## src/rtl/cpu_pkg.sv

```systemverilog
// Shared CPU definitions: widths, opcodes and instruction field positions.
package cpu_pkg;

  localparam int ADDR_W = 5;
  localparam int DATA_W = 32;

  localparam logic [5:0] OPC_ADD  = 6'd2;
  localparam logic [5:0] OPC_ADDI = 6'd6;
  localparam logic [5:0] OPC_BR   = 6'd8;
  localparam logic [5:0] OPC_JUMP = 6'd9;

  localparam int OPC_HI = 31;
  localparam int OPC_LO = 26;
  localparam int RS_HI  = 25;
  localparam int RS_LO  = 21;
  localparam int RT_HI  = 20;
  localparam int RT_LO  = 16;
  localparam int RD_HI  = 15;
  localparam int RD_LO  = 11;
  localparam int IMM_HI = 15;
  localparam int IMM_LO = 0;
  localparam int JT_HI  = 25;
  localparam int JT_LO  = 0;

  function automatic logic [5:0] opcode_of(input logic [DATA_W-1:0] word);
    return word[OPC_HI:OPC_LO];
  endfunction

  // Only the low ADDR_W bits of the jump field address the ROM.
  function automatic logic [ADDR_W-1:0] jtarget_of(input logic [DATA_W-1:0] word);
    logic [JT_HI-JT_LO:0] field;
    field = word[JT_HI:JT_LO];
    return field[ADDR_W-1:0];
  endfunction

endpackage

```

## src/rtl/pc_reg.sv

```systemverilog
// Program counter with next-PC selection: redirect, local jump, increment (wraps).
module pc_reg
  import cpu_pkg::*;
(
  input  logic              clk,
  input  logic              rst,
  input  logic              br_taken,
  input  logic [ADDR_W-1:0] br_target,
  input  logic              advance,
  input  logic              jump,
  input  logic [ADDR_W-1:0] jump_target,
  output logic [ADDR_W-1:0] pc
);

  logic [ADDR_W-1:0] addr_reg;
  logic [ADDR_W-1:0] addr_next;

  always_comb begin
    addr_next = addr_reg;
    if (br_taken)
      addr_next = br_target;
    else if (advance)
      addr_next = jump ? jump_target : ADDR_W'(addr_reg + 1'b1);
  end

  always_ff @(posedge clk or posedge rst) begin
    if (rst)
      addr_reg <= '0;
    else
      addr_reg <= addr_next;
  end

  assign pc = addr_reg;

endmodule

```

## src/rtl/fetch_stage.sv

```systemverilog
// Instruction fetch stage: PC, IF/ID register and fetched-instruction counter.
// Optional halt-on-zero-word behaviour is enabled by defining FETCH_HALT_EN.
module fetch_stage
  import cpu_pkg::*;
#(
  parameter int CNT_W = 16
) (
  input  logic              clk,
  input  logic              rst,
  output logic [ADDR_W-1:0] imem_addr,
  input  logic [DATA_W-1:0] imem_instr,
  input  logic              stall,
  input  logic              br_taken,
  input  logic [ADDR_W-1:0] br_target,
  output logic [DATA_W-1:0] if_instr,
  output logic [ADDR_W-1:0] if_pc,
  output logic              if_valid,
  output logic              if_is_jump,
  output logic [CNT_W-1:0]  fetch_cnt,
  output logic              halted
);

  logic              normal;
  logic              zero_word;
  logic              advance;
  logic              is_jump;
  logic              halted_reg;
  logic [ADDR_W-1:0] pc;

  logic [DATA_W-1:0] if_instr_reg;
  logic [ADDR_W-1:0] if_pc_reg;
  logic              if_valid_reg;
  logic              if_is_jump_reg;
  logic [CNT_W-1:0]  fetch_cnt_reg;

  assign normal  = !br_taken && !stall && !halted_reg;
  assign is_jump = (opcode_of(imem_instr) == OPC_JUMP);

`ifdef FETCH_HALT_EN
  assign zero_word = (imem_instr == '0);

  // Once set, only a redirect or reset releases the halt; stall is irrelevant.
  always_ff @(posedge clk or posedge rst) begin
    if (rst)
      halted_reg <= 1'b0;
    else if (br_taken)
      halted_reg <= 1'b0;
    else if (normal && zero_word)
      halted_reg <= 1'b1;
  end
`else
  assign zero_word  = 1'b0;
  assign halted_reg = 1'b0;
`endif

  assign advance = normal && !zero_word;

  pc_reg u_pc_reg (
    .clk         (clk),
    .rst         (rst),
    .br_taken    (br_taken),
    .br_target   (br_target),
    .advance     (advance),
    .jump        (is_jump),
    .jump_target (jtarget_of(imem_instr)),
    .pc          (pc)
  );

  always_ff @(posedge clk or posedge rst) begin
    if (rst) begin
      if_instr_reg   <= '0;
      if_pc_reg      <= '0;
      if_valid_reg   <= 1'b0;
      if_is_jump_reg <= 1'b0;
      fetch_cnt_reg  <= '0;
    end else if (br_taken) begin
      if_valid_reg   <= 1'b0;
      if_is_jump_reg <= 1'b0;
    end else if (advance) begin
      if_instr_reg   <= imem_instr;
      if_pc_reg      <= pc;
      if_valid_reg   <= 1'b1;
      if_is_jump_reg <= is_jump;
      if (fetch_cnt_reg != '1)
        fetch_cnt_reg <= fetch_cnt_reg + 1'b1;
    end else if (normal) begin
      // Reached only when a zero word trips the halt.
      if_valid_reg <= 1'b0;
    end
  end

  assign imem_addr  = pc;
  assign if_instr   = if_instr_reg;
  assign if_pc      = if_pc_reg;
  assign if_valid   = if_valid_reg;
  assign if_is_jump = if_is_jump_reg;
  assign fetch_cnt  = fetch_cnt_reg;
  assign halted     = halted_reg;

endmodule

```

## config.mk

```make
export PLATFORM = sky130hd
export DESIGN_NAME = fetch_stage
export DESIGN_NICKNAME = d
export VERILOG_FILES = /design/src/rtl/cpu_pkg.sv /design/src/rtl/pc_reg.sv /design/src/rtl/fetch_stage.sv
export SDC_FILE = /design/constraint.sdc
export NUM_CORES = 1
export LEC_CHECK = 0
export BUFFER_PORTS_ARGS = -buffer_cell sky130_fd_sc_hd__buf_2
export CAP_MARGIN = 20
export CORE_AREA = 2 2 90 92
export DETAILED_ROUTE_END_ITERATION = 8
export DIE_AREA = 0 0 92 94
export PLACE_DENSITY = 0.59
export SLEW_MARGIN = 20
export SYNTH_ARGS = -nofsm -noshare
export SYNTH_HDL_FRONTEND = slang
export SYNTH_SLANG_ARGS = --single-unit
```

## constraint.sdc

```tcl
create_clock -name clk -period 5.2 [get_ports clk]
set_input_delay 0.52 -clock clk [delete_from_list [all_inputs] [get_ports clk]]
set_output_delay 0.52 -clock clk [all_outputs]
set_load 0.1 [all_outputs]
```

== Word level (Yosys, flattened, before mapping) ==
Cells that the tools add are included.
Word-level totals
  RAM bits: 0
  output and inout bits: 61
  flip-flop bits (word level): 60
  latch bits: 0
  input bits: 41
  word-level logic and storage cells: 24
  memories: 0
  bits in read-only memories: 0
Operators by class
  div/mod/pow operators: 0
  equal/unequal tests: 2
  order comparisons: 0
  multiplexer cells: 7
  bitwise operators: 1
  add/subtract/negate cells: 2
  shift-type cells: 0
  reduce and logical (&&, ||, !) cells: 6
  multipliers: 0
Operators by type and width (count)
  $add 16x1->16 const B: 1
  $ne 16x16->1 const B: 1
  $mux 5: 3
  $eq 6x4->1 const B: 1
  $add 5x1->5 const B: 1
  $mux 1: 4
  $reduce_and 3->1: 1
  $logic_not 1->1: 2
  $reduce_and 2->1: 1
  $reduce_bool 2->1: 1
  $logic_and 1x1->1: 1
  $not 1->1: 1

== Logic depth before layout (Yosys ltp) ==
  word-level depth: 4
  gate-level depth with buffers: 7
  depth with buffers taken out: 5

== Modules after synthesis ==
Synthesis repeated with hierarchy kept, for this count alone.
Second synthesis, totals
  cells, all modules: 201
  area, all modules: 2643.8 um^2
By module, submodules not included
  fetch_stage: cells each 162, times used 1, area each 2288.4 um^2, sequential area each 1376.3 um^2
  pc_reg: cells each 39, times used 1, area each 355.3 um^2, sequential area each 125.1 um^2

== Worst setup path after synthesis ==
OpenSTA, ideal clock, no wires.
  path kind: register to register
  from: register fetch_cnt_reg[0] (netlist: fetch_cnt[0])
  to: register fetch_cnt_reg[1] (netlist: fetch_cnt[1])
  period minus slack after synthesis: 2478 ps
  cell stages (with the launch flop): 6
  slack: 2722 ps
  required time: 5073 ps
  setup time: 127 ps
  data arrival time: 2351 ps
  cell sequence: dfrtp_1 ha_1 nand4_2 nor4_4 nor2_2 mux2_4
On the way
  cells in the longest elaborated chain, start to end: 2
Ends and longest elaborated chain
  start: declaration: line fetch_stage.sv:34  | logic [CNT_W-1:0] fetch_cnt_reg;
  start signal: assignment: line fetch_stage.sv:85  | fetch_cnt_reg <= fetch_cnt_reg + 1'b1;
  branches (longest 2 deep; another with $add 16x1->16)
Parallel ways; which one is timed is not known.
A chain may end at the register's enable or synchronous reset.

== Worst setup path in the final report ==
Same ends and word-level chain as after synthesis.

==> run metrics <==
Worst Tran Pin Value 964.0 ps; Avg Inst Size Synth 9.316 µm²; post-DP HPWL 4556 µm; Die Ht 94 µm; DRC violations left 0; max-cap violations 0; Synth Area in XOR/XNOR 0.04913; WL/cell 13.14 µm; core area 7607 µm²; Iteration-0 DRC Markers 92; R2R depth 5; min cycle time layout 2042 ps; Setup CP Type reg2reg; M2 GR Usage 0.2512; CTS Buf Count 9; Pins Over Slew Limit 0; P_leak 1.867 nW; H-tree level count 3; Final setup violation count 0; worst path cell trace ha_1, nand4_2, nor4_4, nor2_2, mux2_4; Net Count, Synth 330; Reg area 1501 µm²; Synth Register Bits 60; Multi-input gate area 1087 µm²; CTS tree done; clk slew on worst S/H paths 70 ps; post-DR vias/cell 4.628; final instance area 3450 µm²; antenna fix cells 0; kind of end point of the critical path register; CP startpoint fetch_cnt[0]$_DFFE_PP0P_; die width 92 µm; Cell Rows 32; die area 8648 µm²; CP endpoint fetch_cnt[1]$_DFFE_PP0P_; Nets 431; met1 Use GR 0.1930; total number of vias 2291; mux share of post-synthesis cell area 0.009827; PwrDens 510.9 nW/µm²; setup TNS 0 ps; Synth Area in Adders 0.009359; Reg-to-Reg End fetch_cnt[1]$_DFFE_PP0P_; post-cts resize count 0; I/O pin count 102; Design Power 1.762 mW; sequential area share after synthesis 0.5615; Syn Inst Count 287; Synth warnings 0; Slowest-stage cell, CP nor4_4; grt ovf 0; Max clock buf depth 2; initial core utilization 0.3515; Worst R2R Setup Slack 3160 ps; pin count of the biggest net entering global routing 61; main combinational cell family by area after synthesis simple AND/OR/NAND/NOR gates; Synth Area in Compound Gates 0.03790; WL final 6504 µm; drt pass-1 iters 4; Final ANT Viol Nets 0; Layout fillers 782; Post-CTS Setup Inserts 0; status finished, final reports clean; Port Buffers 100; Worst Clk Skew 6.958 ps; Peak VDD IR 0.1842 mV; startpoint type of the worst setup path register; WP data required 5410 ps; Hold Crit Class in2reg; crit-path max FO 8; DP Area 3247 µm²; initial antenna violation count 0; hold buffer count at cts 0; busiest grt layer met2; synthesis-to-layout area growth 29.01%; post-synthesis simple-gate area fraction 0.2981; Critical Path Max Stage Delay 550 ps; period utilisation layout 0.3926; max reg flops 32; Worst Path Arrival 2250 ps; vias in the first global route 2175; Placer Congestion 0.8893; RSZ-0062 raised after global routing false; # clock sinks 60; share of layout cells above drive strength 1 0.3206; met3 usage 0.03692; Synth Cell Area 2674 µm²; Fmax 0.4898 GHz; slew margin rel. 0.3573; first-pass GRT wire length 10440 µm; Synth cell types 44; Critical R2R Launch fetch_cnt[0]$_DFFE_PP0P_; clk_lat worst skew 330 ps; Tot GR Track Use 0.1536; Root Driver clkbuf_8; Final Hold Viols 0
## cells by family after synthesis
group	count (synthesis)
AO/OA/AOI/OAI	15
AND/OR/NAND/NOR	176
other	1
adder cells (fa/ha/maj)	2
flip-flops	60
buffers and inverters	16
XOR/XNOR	15
multiplexers	2
## final cells by class
type / count / area share
sequential: 60 / 0.4353
multi-input combinational: 211 / 0.3152
timing repair buffer: 102 / 0.1494
clock buffer: 12 / 0.04498
tap: 102 / 0.03700
clock inverter: 4 / 0.01378
inverter: 4 / 0.004353
## layout by cell type (no fill, tap or decap), types with 5 or more instances in the layout
cell and n:
nand3_1 9, xor2_1 12, and3_1 5, nor4_1 5, nor3_1 8, clkbuf_8 11
nand4_1 5, nand2_1 118, buf_2 100, nor2_1 7, dfrtp_1 60
## synth_stat cells, drive strengths merged
cell       n  share of area
nand2    118           0.17
dfrtp     60           0.56
xor2      12          0.039
nand3      9          0.017
nor2       9          0.014
nor3       8          0.015
buf        7          0.020
nand4      6          0.016
nor4       6          0.020
and3       5          0.012
clkbuf     5         0.0070
inv        4         0.0056
nor2b      4         0.0094
o21ai      3         0.0056
xnor2      3         0.0098
a21oi      2         0.0037
a31oi      2         0.0047
a41oi      2         0.0066
ha         2         0.0094
mux2       2         0.0098
nor3b      2         0.0056
or2        2         0.0047
a2111oi    1         0.0033
a211oi     1         0.0028
a22oi      1         0.0028
and2       1         0.0023
conb       1         0.0014
nand2b     1         0.0023
nand3b     1         0.0028
nor4b      1         0.0033
o22ai      1         0.0023
o311ai     1         0.0033
o31ai      1         0.0028
or3        1         0.0023
or4        1         0.0028
or4b       1         0.0037
## worst min path at each step
stage,from,endpoint,slack [ps],cells past startpoint
final,imem_instr[9],if_instr[9]$_DFFE_PP0P_,370,3
after global routing,imem_instr[14],if_instr[14]$_DFFE_PP0P_,370,3
after CTS,imem_instr[11],if_instr[11]$_DFFE_PP0P_,360,3
after detailed placement,if_instr[16]$_DFFE_PP0P_,if_instr[16]$_DFFE_PP0P_,460,2
after global placement,if_instr[26]$_DFFE_PP0P_,if_instr[26]$_DFFE_PP0P_,460,2
after floorplan,br_taken,if_valid$_DFFE_PP0P_,580,1
## critical path, delay by kind of cell (launching register included)
family / cells / cell delay [ps]
and+or+nand+nor: 3 / 850
muxes: 1 / 330
adders and majority gates: 1 / 270
DFF: 1 / 470
## per-stage QoR
| stage | utilization | setup WS [ps] | instances | hold slack [ps] |
|---|---|---|---|---|
| global route | 0.4535 | 3101 | 495 | 373.3 |
| CTS | 0.4535 | 3182 | 495 | 357.0 |
| floorplan | - | 2722 | 287 | 583.1 |
| finish | 0.4535 | 3158 | 495 | 374.2 |
| global placement | 0.4268 | 2970 | 479 | 456.7 |
| detailed placement | 0.4268 | 2968 | 479 | 456.8 |
## metal layers
layer	wire [µm]	vias to the layer above	share of wire
met5	0	-	0
met4	122	0	0.019
met3	388	11	0.060
met2	3053	66	0.47
met1	2939	1065	0.45
li1	-	1149	-
## power breakdown
group | internal (mW) | total, mW | switching (mW)
sequential | 0.535 | 0.606 | 0.0703
combinational | 0.110 | 0.732 | 0.622
clock | 0.246 | 0.424 | 0.178
total | 0.892 | 1.76 | 0.871
Note: power is estimated with default switching activity, not from simulation.
